--- src/rtl/ghost_pkg.sv ---
// ghost_pkg: shared types and helpers for the ghost enemy blocks.
//   mode_t       : AI mode encodings (CHASE, FLEE, PATROL, HOLD)
//   dir_t        : horizontal direction (LEFT, RIGHT)
//   BG_COLOR_DEF : transparent sprite-ROM colour
//   sat_period   : tick period after speed reduction, floored at a minimum
//   step_axis    : one-axis step toward or away from a target
//   clamp_axis   : clamp a signed candidate position into [0, hi]
package ghost_pkg;

   typedef enum logic [1:0] {
      CHASE  = 2'd0,
      FLEE   = 2'd1,
      PATROL = 2'd2,
      HOLD   = 2'd3
   } mode_t;

   typedef enum logic {
      LEFT  = 1'b0,
      RIGHT = 1'b1
   } dir_t;

   localparam logic [11:0] BG_COLOR_DEF = 12'h6DE;

   // 27-bit arithmetic so the subtraction can never wrap below the floor.
   function automatic logic [26:0] sat_period(input int time_max, input int min_period,
                                              input logic [25:0] offset);
      logic [26:0] limit;
      limit = 27'(time_max - min_period);
      if ({1'b0, offset} <= limit) return 27'(time_max) - {1'b0, offset};
      else                         return 27'(min_period);
   endfunction

   // Result is signed and may leave the screen; the caller clamps it.
   function automatic logic signed [11:0] step_axis(input logic [9:0] pos, input logic [9:0] target,
                                                    input int step, input logic toward);
      logic signed [11:0] p;
      logic signed [11:0] t;
      logic signed [11:0] d;
      logic signed [11:0] s;
      p = $signed({2'b00, pos});
      t = $signed({2'b00, target});
      s = 12'(step);
      d = t - p;
      if (d == 12'sd0)        return p;
      else if (!toward)       return (d > 12'sd0) ? p - s : p + s;
      else if (d >= s || d <= -s) return (d > 12'sd0) ? p + s : p - s;
      else                    return t;
   endfunction

   function automatic logic [9:0] clamp_axis(input logic signed [11:0] v, input int hi);
      if (v < 12'sd0)          return 10'd0;
      else if (v > 12'(hi))    return 10'(hi);
      else                     return v[9:0];
   endfunction

endpackage

--- src/rtl/ghost_tick_gen.sv ---
// ghost_tick_gen: movement tick generator shared by enemy blocks.
//   clk, reset   : clock, asynchronous active-high reset
//   speed_offset : reduction of the base period (floored at MIN_PERIOD)
//   freeze       : holds the counter and suppresses the tick
//   tick         : one-cycle pulse; the counter restarts on the same edge
module ghost_tick_gen
   import ghost_pkg::*;
#(
   parameter int TIME_MAX   = 4000000,
   parameter int MIN_PERIOD = 100000
) (
   input  logic        clk,
   input  logic        reset,
   input  logic [25:0] speed_offset,
   input  logic        freeze,
   output logic        tick
);

   logic [26:0] period;
   logic [26:0] cnt;

   assign period = sat_period(TIME_MAX, MIN_PERIOD, speed_offset);
   // ">=" rather than "==" so a period shortened below the count ticks at once.
   assign tick   = !freeze && (cnt >= period - 27'd1);

   // Period counter.
   always_ff @(posedge clk or posedge reset) begin
      if (reset)       cnt <= 27'd0;
      else if (freeze) cnt <= cnt;
      else if (tick)   cnt <= 27'd0;
      else             cnt <= cnt + 27'd1;
   end

endmodule

--- src/rtl/ghost_enemy.sv ---
// ghost_enemy: one ghost sprite - movement AI, screen clamp, facing,
// animation frame, sprite-ROM addressing and player collision.
//   clk, reset        : clock, asynchronous active-high reset
//   p_x, p_y          : player top-left position
//   x, y              : current VGA pixel
//   speed_offset      : score-dependent tick period reduction
//   mode              : 0 chase, 1 flee, 2 patrol, 3 hold
//   freeze            : stops movement timing
//   g_x, g_y          : ghost top-left position
//   rom_addr/rom_data : {row,col} sprite ROM, data one clk after address
//   ghost_on, rgb_out : opaque-pixel flag and colour, aligned with rom_data
//   collide           : registered bounding-box overlap with the player
module ghost_enemy
   import ghost_pkg::*;
#(
   parameter int          T_W         = 16,
   parameter int          MAX_X       = 640,
   parameter int          MAX_Y       = 480,
   parameter int          START_X     = 17,
   parameter int          START_Y     = 17,
   parameter int          STEP        = 1,
   parameter int          TIME_MAX    = 4000000,
   parameter int          MIN_PERIOD  = 100000,
   parameter int          FACE_PERIOD = 25000000,
   parameter int          PATROL_L    = 32,
   parameter int          PATROL_R    = 592,
   parameter logic [11:0] BG_COLOR    = BG_COLOR_DEF
) (
   input  logic                                  clk,
   input  logic                                  reset,
   input  logic [9:0]                            p_x,
   input  logic [9:0]                            p_y,
   input  logic [9:0]                            x,
   input  logic [9:0]                            y,
   input  logic [25:0]                           speed_offset,
   input  logic [1:0]                            mode,
   input  logic                                  freeze,
   output logic [9:0]                            g_x,
   output logic [9:0]                            g_y,
   output logic [$clog2(4*T_W)+$clog2(T_W)-1:0]  rom_addr,
   input  logic [11:0]                           rom_data,
   output logic                                  ghost_on,
   output logic [11:0]                           rgb_out,
   output logic                                  collide
);

   localparam int ROW_W  = $clog2(4*T_W);
   localparam int COL_W  = $clog2(T_W);
   localparam int FACE_W = $clog2(FACE_PERIOD);
   localparam logic signed [11:0] PL = 12'(PATROL_L);
   localparam logic signed [11:0] PR = 12'(PATROL_R);
   localparam logic signed [11:0] SS = 12'(STEP);

   mode_t              mode_s;
   logic               tick;
   dir_t               facing;
   dir_t               patrol_dir;
   dir_t               dir_nxt;
   logic signed [11:0] gx_s;
   logic signed [11:0] nx;
   logic signed [11:0] ny;
   logic [FACE_W-1:0]  face_cnt;
   logic               frame;
   logic               in_box;
   logic               in_box_d;
   logic [COL_W-1:0]   dx;
   logic [COL_W-1:0]   dy;
   logic [COL_W-1:0]   col;
   logic [ROW_W-1:0]   row;
   logic [9:0]         adx;
   logic [9:0]         ady;

   assign mode_s = mode_t'(mode);
   assign gx_s   = $signed({2'b00, g_x});

   ghost_tick_gen #(
      .TIME_MAX   (TIME_MAX),
      .MIN_PERIOD (MIN_PERIOD)
   ) u_tick (
      .clk          (clk),
      .reset        (reset),
      .speed_offset (speed_offset),
      .freeze       (freeze),
      .tick         (tick)
   );

   // Candidate next position and patrol direction; applied only on a tick.
   always_comb begin
      nx      = gx_s;
      ny      = $signed({2'b00, g_y});
      dir_nxt = patrol_dir;
      if (tick) begin
         case (mode_s)
            CHASE: begin
               nx = step_axis(g_x, p_x, STEP, 1'b1);
               ny = step_axis(g_y, p_y, STEP, 1'b1);
            end
            FLEE: begin
               nx = step_axis(g_x, p_x, STEP, 1'b0);
               ny = step_axis(g_y, p_y, STEP, 1'b0);
            end
            PATROL: begin
               // Outside the range: walk back toward it before bouncing.
               if (gx_s < PL) begin
                  nx      = (gx_s + SS > PL) ? PL : gx_s + SS;
                  dir_nxt = RIGHT;
               end else if (gx_s > PR) begin
                  nx      = (gx_s - SS < PR) ? PR : gx_s - SS;
                  dir_nxt = LEFT;
               end else if (patrol_dir == RIGHT) begin
                  if (gx_s + SS >= PR) begin
                     nx      = PR;
                     dir_nxt = LEFT;
                  end else begin
                     nx = gx_s + SS;
                  end
               end else begin
                  if (gx_s - SS <= PL) begin
                     nx      = PL;
                     dir_nxt = RIGHT;
                  end else begin
                     nx = gx_s - SS;
                  end
               end
            end
            default: begin
               nx = gx_s;
            end
         endcase
      end else begin
         dir_nxt = patrol_dir;
      end
   end

   // Position, direction, facing, animation, pixel-pipeline and collision state.
   always_ff @(posedge clk or posedge reset) begin
      if (reset) begin
         g_x        <= 10'(START_X);
         g_y        <= 10'(START_Y);
         patrol_dir <= RIGHT;
         facing     <= RIGHT;
         face_cnt   <= '0;
         in_box_d   <= 1'b0;
         collide    <= 1'b0;
      end else begin
         g_x        <= clamp_axis(nx, MAX_X - T_W);
         g_y        <= clamp_axis(ny, MAX_Y - T_W);
         patrol_dir <= dir_nxt;
         if (mode_s == PATROL) facing <= dir_nxt;
         else if (p_x < g_x)   facing <= LEFT;
         else if (p_x > g_x)   facing <= RIGHT;
         else                  facing <= facing;
         face_cnt   <= (face_cnt == FACE_W'(FACE_PERIOD - 1)) ? '0 : face_cnt + FACE_W'(1);
         in_box_d   <= in_box;
         collide    <= (adx < 10'(T_W)) && (ady < 10'(T_W));
      end
   end

   assign frame  = (face_cnt >= FACE_W'(FACE_PERIOD / 2));
   // Only the low bits matter: they are used solely when the pixel is in the box.
   assign dx     = COL_W'(x - g_x);
   assign dy     = COL_W'(y - g_y);
   assign col    = (facing == RIGHT) ? dx : COL_W'(T_W - 1) - dx;
   assign row    = ROW_W'(dy) + (frame ? ROW_W'(T_W) : {ROW_W{1'b0}})
                 + ((mode_s == FLEE) ? ROW_W'(2*T_W) : {ROW_W{1'b0}});
   assign rom_addr = {row, col};

   assign in_box = (x >= g_x) && ({1'b0, x} < {1'b0, g_x} + 11'(T_W))
                && (y >= g_y) && ({1'b0, y} < {1'b0, g_y} + 11'(T_W));

   assign adx = (g_x > p_x) ? g_x - p_x : p_x - g_x;
   assign ady = (g_y > p_y) ? g_y - p_y : p_y - g_y;

   assign ghost_on = in_box_d && (rom_data != BG_COLOR);
   assign rgb_out  = rom_data;

endmodule

--- config.mk ---
export PLATFORM = sky130hd
export DESIGN_NAME = ghost_enemy
export DESIGN_NICKNAME = d
export VERILOG_FILES = /design/src/rtl/ghost_pkg.sv /design/src/rtl/ghost_tick_gen.sv /design/src/rtl/ghost_enemy.sv
export SDC_FILE = /design/constraint.sdc
export NUM_CORES = 1
export LEC_CHECK = 0
export BUFFER_PORTS_ARGS = -buffer_cell sky130_fd_sc_hd__buf_2
export CAP_MARGIN = 20
export CORE_ASPECT_RATIO = 2
export CORE_UTILIZATION = 40
export CTS_CLUSTER_DIAMETER = 150
export DETAILED_ROUTE_END_ITERATION = 10
export GPL_ROUTABILITY_DRIVEN = 1
export PLACE_DENSITY = 0.62
export SYNTH_ARGS = -nofsm -noshare
export SYNTH_HDL_FRONTEND = slang
export SYNTH_SLANG_ARGS = --single-unit
--- constraint.sdc ---
create_clock -name clk -period 7.6 [get_ports clk]
set_input_delay 1.9 -clock clk [delete_from_list [all_inputs] [get_ports clk]]
set_output_delay 1.9 -clock clk [all_outputs]
set_load 0.05 [all_outputs]
After elaboration in Yosys (flattened, before gate mapping)
Index checks and enable logic that the tools add are counted.
W data, S select, Z words.
- add/subtract/negate cells: 21
- order comparisons: 29
- equality and inequality tests: 4
- mux-type cells: 43
- reduce and logical (&&, ||, !) cells: 13
- operators by type and width (operator ; count):
    $mux W12 ; 18
    $mux W10 ; 6
    $mux W27 ; 2
    $sub A10 B10 Y10 ; 4
    $pmux W12 S3 ; 1
    $gt A10 B10 Y1 ; 3
    $add A27 B1 Y27 const B ; 1
    $ge A27 B27 Y1 ; 1
    $sub A22 B26 Y27 const A ; 1
    $sub A27 B1 Y27 const B ; 1
    $le A26 B22 Y1 const B ; 1
    $add A25 B1 Y25 const B ; 1
    $eq A25 B25 Y1 const B ; 1
    $ge A25 B24 Y1 const B ; 1
    $mux W25 ; 1
    $logic_not A12 Y1 ; 2
    $lt A12 B1 Y1 const B ; 2
    $pmux W12 S2 ; 1
    $add A10 B1 Y11 const B ; 2
    $add A10 B5 Y11 const B ; 2
    $ge A11 B2 Y1 const B ; 2
    $gt A11 B1 Y1 const B ; 2
    $le A11 B1 Y1 const B ; 2
    $lt A10 B11 Y1 ; 2
    other kinds (30) ; 50
- bits in registers: 76
- input bits: 83
- output and inout port bits: 44
- logic and storage cells: 118

Longest topological paths before layout
Gate-level depths: netlist of the first run.
- word-level depth: 11
- mapped depth: 30
- gate-level depth less buffers: 27

By module
From an unflattened synthesis of the first run, not the netlist that was laid out.
- cell total of the unflattened synthesis: 1373
- area, all modules: 10567.6 um^2
- by module, submodules not included (module ; times used ; cells an instance ; area each (um^2) ; sequential area each (um^2)):
    ghost_enemy ; 1 ; 956 ; 7350.8 ; 1233.7
    ghost_tick_gen ; 1 ; 417 ; 3216.8 ; 675.6

Worst setup path after synthesis of the first run
Ideal clock, no wire load.
- path kind: input to register
- from: input speed_offset[0]
- to: register g_y[4]
- setup time: 0.077 ns
- arrival time: 7.851 ns
- required time: 7.523 ns
- setup slack: -0.329 ns
- stages on the path: 29
- path buffers: 2
- cells stage by stage: inv_1 -> ha_1 -> or4b_4 -> a311o_1 -> a2111oi_2 -> o21bai_2 -> a21oi_1 -> clkbuf_1 -> nand2_1 -> ha_1 -> nand2_1 -> nor2_1 -> nand2_2 -> or3_1 -> buf_2 -> or2_4 -> nor4_4 -> xor2_1 -> ha_1 -> nand4_1 -> nor3_1 -> nand2_1 -> a31o_2 -> a21oi_1 -> nand2_1 -> nor2_1 -> o211ai_1 -> or3_1 -> a31oi_1
- cells in the longest elaborated chain, start to end: 9
- elaborated cells between the ends (all ways): 11
- classes of those cells: 2 x add/sub; 4 x order compare; 4 x mux; 1 x reduce/logical
- ends and longest elaborated chain (what ; line ; RTL):
    from (decl) ; ghost_enemy.sv:35 ; input logic [25:0] speed_offset,
    $sub A22 B26 Y27 / $le A26 B22 Y1 (equally long branches) ; ghost_pkg.sv:29 ; if ({1'b0, offset} <= limit) return 27'(time_max) - {1'b0, offset};
    $mux W27 * ; ghost_pkg.sv:29 ;
    $sub A27 B1 Y27 * ; ghost_tick_gen.sv:24 ; assign tick = !freeze && (cnt >= period - 27'd1);
    $ge A27 B27 Y1 * ; ghost_tick_gen.sv:24 ;
    $logic_and A1 B1 Y1 * ; ghost_tick_gen.sv:24 ;
    $mux W12 * ; ghost_enemy.sv:92 ; if (tick) begin
    $gt A12 B10 Y1 ; ghost_pkg.sv:52 ; else if (v > 12'(hi)) return 10'(hi);
    $mux W10 ; ghost_pkg.sv:52 ;
    $mux W10 * ; ghost_pkg.sv:51 ; if (v < 12'sd0) return 10'd0;
    to (signal assigned) ; ghost_enemy.sv:139 ; g_y <= 10'(START_Y);
    to (signal assigned) ; ghost_enemy.sv:147 ; g_y <= clamp_axis(ny, MAX_Y - T_W);
    to (decl) ; ghost_enemy.sv:39 ; output logic [9:0] g_y,
Every way passes the cells marked *; elsewhere a longest branch is shown, timed or not.
A chain may end at the register's enable or synchronous reset.

Worst setup path after layout of the first run
- from: input speed_offset[0]
- to: register g_y[3]
The elaborated chain is that of the path after synthesis.

==> impl_metrics.py, run 1 <==
metrics = {
    "synth": {
        "netlist_area_um2": 9980,
        "synth_ff_type": "dfrtp_1",
        "async_reset_ff_share_pct": 100,
        "ys_seq_elements": 76,
        "synth_seq_area_share_pct": 19.1,
        "syn_area_per_cell_um2": 7.68,
        "synth_cell_types": 87,
        "synth_edf_count": 0,
        "syn_inst": 1300,
        "yosys_warnings": 0,
    },
    "routing": {
        "drc": 0,
        "drt_iter0_markers": 637,
        "final_antenna_net_count": 0,
        "dr.pass1.iters": 6,
        "dr_total_vias": 10100,
        "drt-total-wl_um": 30000,
        "wl_per_cell_um": 16.8,
        "viasPerCell": 5.64,
    },
    "finish": {
        "n_fill_cell": 2464,
        "final_cell_mix": "nor2_1, buf_2, ha_1, nand2_1, xnor2_1",
        "nets": 1650,
        "drive_gt1_share_pct": 17.4,
        "syn_to_final_growth_pct": 16.9,
        "fin_util_pct": 47.8,
        "antenna_cells": 0,
        "fin_cells": 1784,
        "layout_commonest_cell": "nor2_1",
    },
    "setup_path": {
        "critPathKind": "in -> reg",
        "slowest_stage": "or4_4",
        "arrival_ns": 7.47,
        "crit_path_max_incr_delay_ns": 0.56,
        "crit_path_end_kind": "flop",
        "required_ns": 7.85,
        "critPathLaunchType": "input pin",
        "worst-r2r-cell-count": 13,
        "crit_fanout": 4,
    },
    "worst_hold_path": {
        "worstHoldPathCells": 1,
        "hold_path_class": "reg -> reg",
    },
    "timing": {
        "max_freq_mhz": 138,
        "slew_viol_final": 0,
        "final.min_clock_period_ns": 7.22,
        "finalCritPeriodShare_pct": 95.0,
        "slew_headroom_pct": 34.4,
        "worst_slew_pin_slew_ns": 0.984,
        "rsz0062_at_grt": "false",
        "hold_viol": 0,
        "setup_violations": 0,
        "fin_worst_skew_ns": 0.0114,
    },
    "clocking": {
        "cts_root_buffer": "clkbuf_16",
        "holdBufCountCts": 0,
        "post-cts-setup-buffers": 0,
        "cts_buffer_depth": 2,
        "cts_max_level": 3,
        "tritoncts": "done",
        "numCtsBuffers": 9,
        "clock-sinks": 76,
        "ctsResizeCount": 0,
        "clk_latency_ns": 0.34,
        "cts.clk_slew.worst_paths_ns": 0.06,
    },
    "pwr": {
        "power_density_nw_per_um2": 105,
        "power_leakage_nw": 5.19,
        "vdd_drop_max_mv": 0.0797,
    },
    "place": {
        "dp_cells": 1768,
        "portBuffers": 126,
        "place_congestion": 0.966,
        "hpwlAfterDp_um": 24200,
    },
    "job": {
        "cap_violations": 0,
    },
    "status": {
        "status": "complete, no violations",
    },
    "floorplan": {
        "core-area_um2": 24400,
        "row_count": 81,
        "die_area_um2": 25600,
        "start_util_pct": 40.9,
        "die_y_um": 225,
        "boundaryPins": 127,
        "die_x_um": 114,
    },
    "grt": {
        "grt_pass1_vias": 10100,
        "track_usage_pct": 23.8,
        "antenna_found_initial": 0,
        "grt_pass1_wl_um": 48600,
        "grt_max_degree": 77,
        "gr-total-overflow": 0,
    },
}
## logic make-up after synthesis
logic type	Yosys count	share of synthesized area, %
flip-flops	76	19.1
AO/OA/AOI/OAI	302	20.6
AND/OR/NAND/NOR	519	26.3
multiplexers	15	1.53
other	2	0.0753
XOR/XNOR	128	11.2
adder cells (fa/ha/maj)	120	15.3
buffers and inverters	138	5.77
## metrics by stage
step                TNS, ns  power, mW  setup WS (ns)  hold WS, ns  instance area [um^2]
finish                    0       1.22          0.378        0.503                 11700
global route              0       1.28         0.0409        0.523                 11700
CTS                       0       1.23         0.0755        0.504                 11600
detailed placement    -1.19      0.757         -0.259        0.487                 11300
global placement     -0.102      0.754        -0.0765        0.474                 11300
floorplan                 0      0.660         0.0355        0.450                 10000
## area by class of cell
type	instances	area [um^2]	share of cell area, %
Multi-Input combinational cell	1090	7600	65.1
Sequential cell	76	1910	16.4
Timing Repair Buffer	191	1120	9.59
Tap cell	332	415	3.56
Inverter	79	298	2.55
Clock buffer	11	243	2.08
Clock inverter	5	83.8	0.718
## metal layers
layer | global-route usage (%) | vias to the layer above | share of wire, %
met5 | 0 | - | 0
met4 | 13.9 | 0 | 5.6
met3 | 2.56 | 110 | 3.0
met2 | 46.3 | 253 | 54
met1 | 23.7 | 4762 | 37
li1 | - | 4936 | -
## path summary, 6_finish.rpt
path | to | startpoint | slack (ns)
worst max register to register | g_y[4] | g_y[0] | 3.13
worst min register to register | face_cnt[9] | face_cnt[9] | 0.50
worst max-delay path | g_y[3] | speed_offset[0] | 0.38
min in group asynchronous | face_cnt[8] | reset | 1.86
max in group asynchronous | g_y[2] | reset | 5.10
worst min-delay path | face_cnt[9] | face_cnt[9] | 0.50
## critical path: cells and delay by family
family,cells,cell delay [ns]
buffers and inverters,5,0.59
XOR/XNOR,1,0.18
AO/OA/AOI/OAI,8,1.95
AND/OR/NAND/NOR,11,2.19
adder cells (fa/ha/maj),3,0.66
## state kept, by name, summed over array words and instances (netlist names)
name,cells
in_box_d,1
g_x,10
face_cnt,25
g_y,10
u_tick.cnt,27
facing,1
collide,1
patrol_dir,1
## power breakdown
group          switching, mW  total (mW)  leakage, nW  internal [mW]
registers             0.0192       0.439        0.993          0.420
logic                  0.191       0.316         4.05          0.125
clock network          0.172       0.469        0.152          0.298
## Yosys cell counts, types with 14 or more instances
cell      number  area, um^2
o21ai_0       57         285
nor2_1       135         507
and3_1        17         106
a211oi_1      14         105
a21oi_1       73         365
nand2b_1      14        87.6
a21o_1        18         135
ha_1         116        1450
nand3_1       59         295
nor2b_1       14        87.6
and2_1        16         100
clkbuf_1      41         154
o21a_1        21         158
xnor2_1       78         683
inv_1         76         285
nor3_1        39         195
nand2_1      115         432
nand4_1       22         138
or3_1         17         106
xor2_1        50         438
dfrtp_1       70        1750
or4_1         17         128
o211ai_1      15         113
(Power assumes the default switching activity.)
==> run 2, diff against run 1 <==
==> constraint.sdc (replaced) <==
create_clock -name clk -period 7.6 [get_ports clk]
set_input_delay 0.76 -clock clk [delete_from_list [all_inputs] [get_ports clk]]
set_output_delay 0.76 -clock clk [all_outputs]
set_load 0.05 [all_outputs]
==> run 2 against run 1 <==
- maximum frequency grew 4.8%
- die area is the same
- non-clock buffer count shrank 56
- critical path depth shrank 3
- hold slack lost 0.0059 ns
- global-route usage grew 0.26 points
- clock power shrank 10%
- sequential power is essentially flat
- routed wire length grew 1.9%
- design area shrank 4.6%
- first-iteration DRC count shrank 12%
- critical endpoint is now g_x[2]
==> impl_metrics.py, run 2 (synthesis gave the netlist of run 1 again) <==
metrics = {
    "status": {
        "status": "complete, no violations",
    },
    "finish": {
        "final_area_um2": 11100,
        "nets": 1594,
        "syn_to_final_growth_pct": 11.5,
        "regMostFlops": "u_tick.cnt",
        "layout_commonest_cell": "nor2_1",
        "top_regs": "u_tick.cnt x27, face_cnt x25",
        "largest_register_ffs": 27,
        "drive_gt1_share_pct": 13.3,
        "final_cell_mix": "nor2_1, buf_2, ha_1, nand2_1, xnor2_1",
        "fin_util_pct": 45.6,
    },
    "setup_path": {
        "worst_path_most_repeated_cell": "nand2_1",
        "reg2reg_slack_ns": 2.72,
        "worst-r2r-cell-count": 12,
        "crit_path_end_kind": "flop",
        "critPathKind": "in -> reg",
        "critPathLaunchType": "input pin",
        "slowest_stage": "or4b_4",
        "required_ns": 7.82,
        "crit_path_max_incr_delay_ns": 0.50,
        "crit_fanout": 29,
        "arrival_ns": 7.11,
    },
    "pwr": {
        "vdd_drop_max_mv": 0.0745,
        "power_leakage_nw": 4.89,
        "power_density_nw_per_um2": 105,
    },
    "grt": {
        "grt_max_degree": 77,
        "met3_usage_pct": 2.80,
        "track_usage_pct": 24.0,
        "grt_pass1_wl_um": 48400,
        "grt-busiest-layer": "met2",
        "grt_pass1_vias": 9816,
        "grt_use_met1_pct": 23.4,
        "gr-total-overflow": 0,
        "antenna_found_initial": 1,
        "gr-usage-met2_pct": 47.0,
    },
    "place": {
        "hpwlAfterDp_um": 24500,
        "place_area_um2": 10800,
        "place_congestion": 1.00,
        "portBuffers": 126,
    },
    "floorplan": {
        "start_util_pct": 40.9,
        "row_count": 81,
        "boundaryPins": 127,
        "die_area_um2": 25600,
        "die_y_um": 225,
        "core-area_um2": 24400,
        "die_x_um": 114,
    },
    "clocking": {
        "tritoncts": "done",
        "numCtsBuffers": 9,
        "cts_max_level": 3,
        "clock-sinks": 76,
        "clk_latency_ns": 0.35,
        "cts.clk_slew.worst_paths_ns": 0.06,
        "cts_root_buffer": "clkbuf_16",
        "cts_buffer_depth": 2,
    },
    "routing": {
        "wl_per_cell_um": 17.7,
        "drt_iter0_markers": 561,
        "drc": 0,
        "dr_total_vias": 9888,
        "final_antenna_net_count": 0,
        "dr.pass1.iters": 5,
        "drt-total-wl_um": 30600,
        "viasPerCell": 5.72,
    },
    "timing": {
        "max_freq_mhz": 145,
        "slew_headroom_pct": 32.3,
        "worst_slew_pin_slew_ns": 1.02,
        "rsz0062_at_grt": "false",
        "fin_worst_skew_ns": 0.0145,
        "slew_viol_final": 0,
        "hold_viol": 0,
        "finalCritPeriodShare_pct": 90.7,
        "setup-tns-final_ns": 0,
        "final.min_clock_period_ns": 6.89,
        "setup_violations": 0,
    },
    "worst_hold_path": {
        "hold_path_class": "reg -> reg",
        "worstHoldPathCells": 1,
    },
    "job": {
        "cap_violations": 0,
    },
}
## run 2: worst paths after layout
kind                            startpoint           to
setup / recovery           speed_offset[0]       g_x[2]
hold / removal                 face_cnt[9]  face_cnt[9]
setup reg to reg                    g_x[1]       g_x[2]
hold reg to reg                face_cnt[9]  face_cnt[9]
max in group asynchronous            reset       g_x[7]
min in group asynchronous            reset  face_cnt[7]
## run 2: stage by stage
step	setup WS [ns]	power, mW	hold WS (ns)	instances
final	0.706	1.16	0.497	1729
after global routing	0.0320	1.22	0.537	1729
after CTS	0.497	1.17	0.493	1728
after detailed placement	0.147	0.747	0.477	1712
after global placement	0.269	0.745	0.475	1712
after floorplan	0.811	0.660	0.450	1304
## run 2: where the power goes
part	internal (mW)	switching, mW	total (mW)
Clock	0.232	0.189	0.422
Combinational	0.115	0.188	0.303
Sequential	0.420	0.0195	0.439
Total	0.767	0.397	1.16
## run 2: metal layers
metal	routed length (um)	up-vias	part of all wire (%)
li1	-	4833	-
met2	16700	302	55
met5	0	-	0
met1	11200	4645	37
met3	1010	108	3.3
met4	1650	0	5.4
## run 2: layout make-up
class,count,area (um^2)
Inverter,79,298
Sequential cell,76,1910
Antenna cell,1,2.50
Tap cell,332,415
Clock inverter,6,46.3
Timing Repair Buffer,135,698
Fill cell,2525,13300
Clock buffer,10,239
Multi-Input combinational cell,1090,7520
## run 2: timing repair
action,CTS,global route
hold buffers,0,0
gates resized for setup,0,2
setup endpoints to repair,0,7
setup buffers,0,0
## run 2: critical path, delay by kind of cell
kind,cells,cell delay (ns)
simple gates,10,2.47
fa+ha+maj,2,0.46
xor+xnor,1,0.18
buf+inv,3,0.55
compound gates,9,2.67
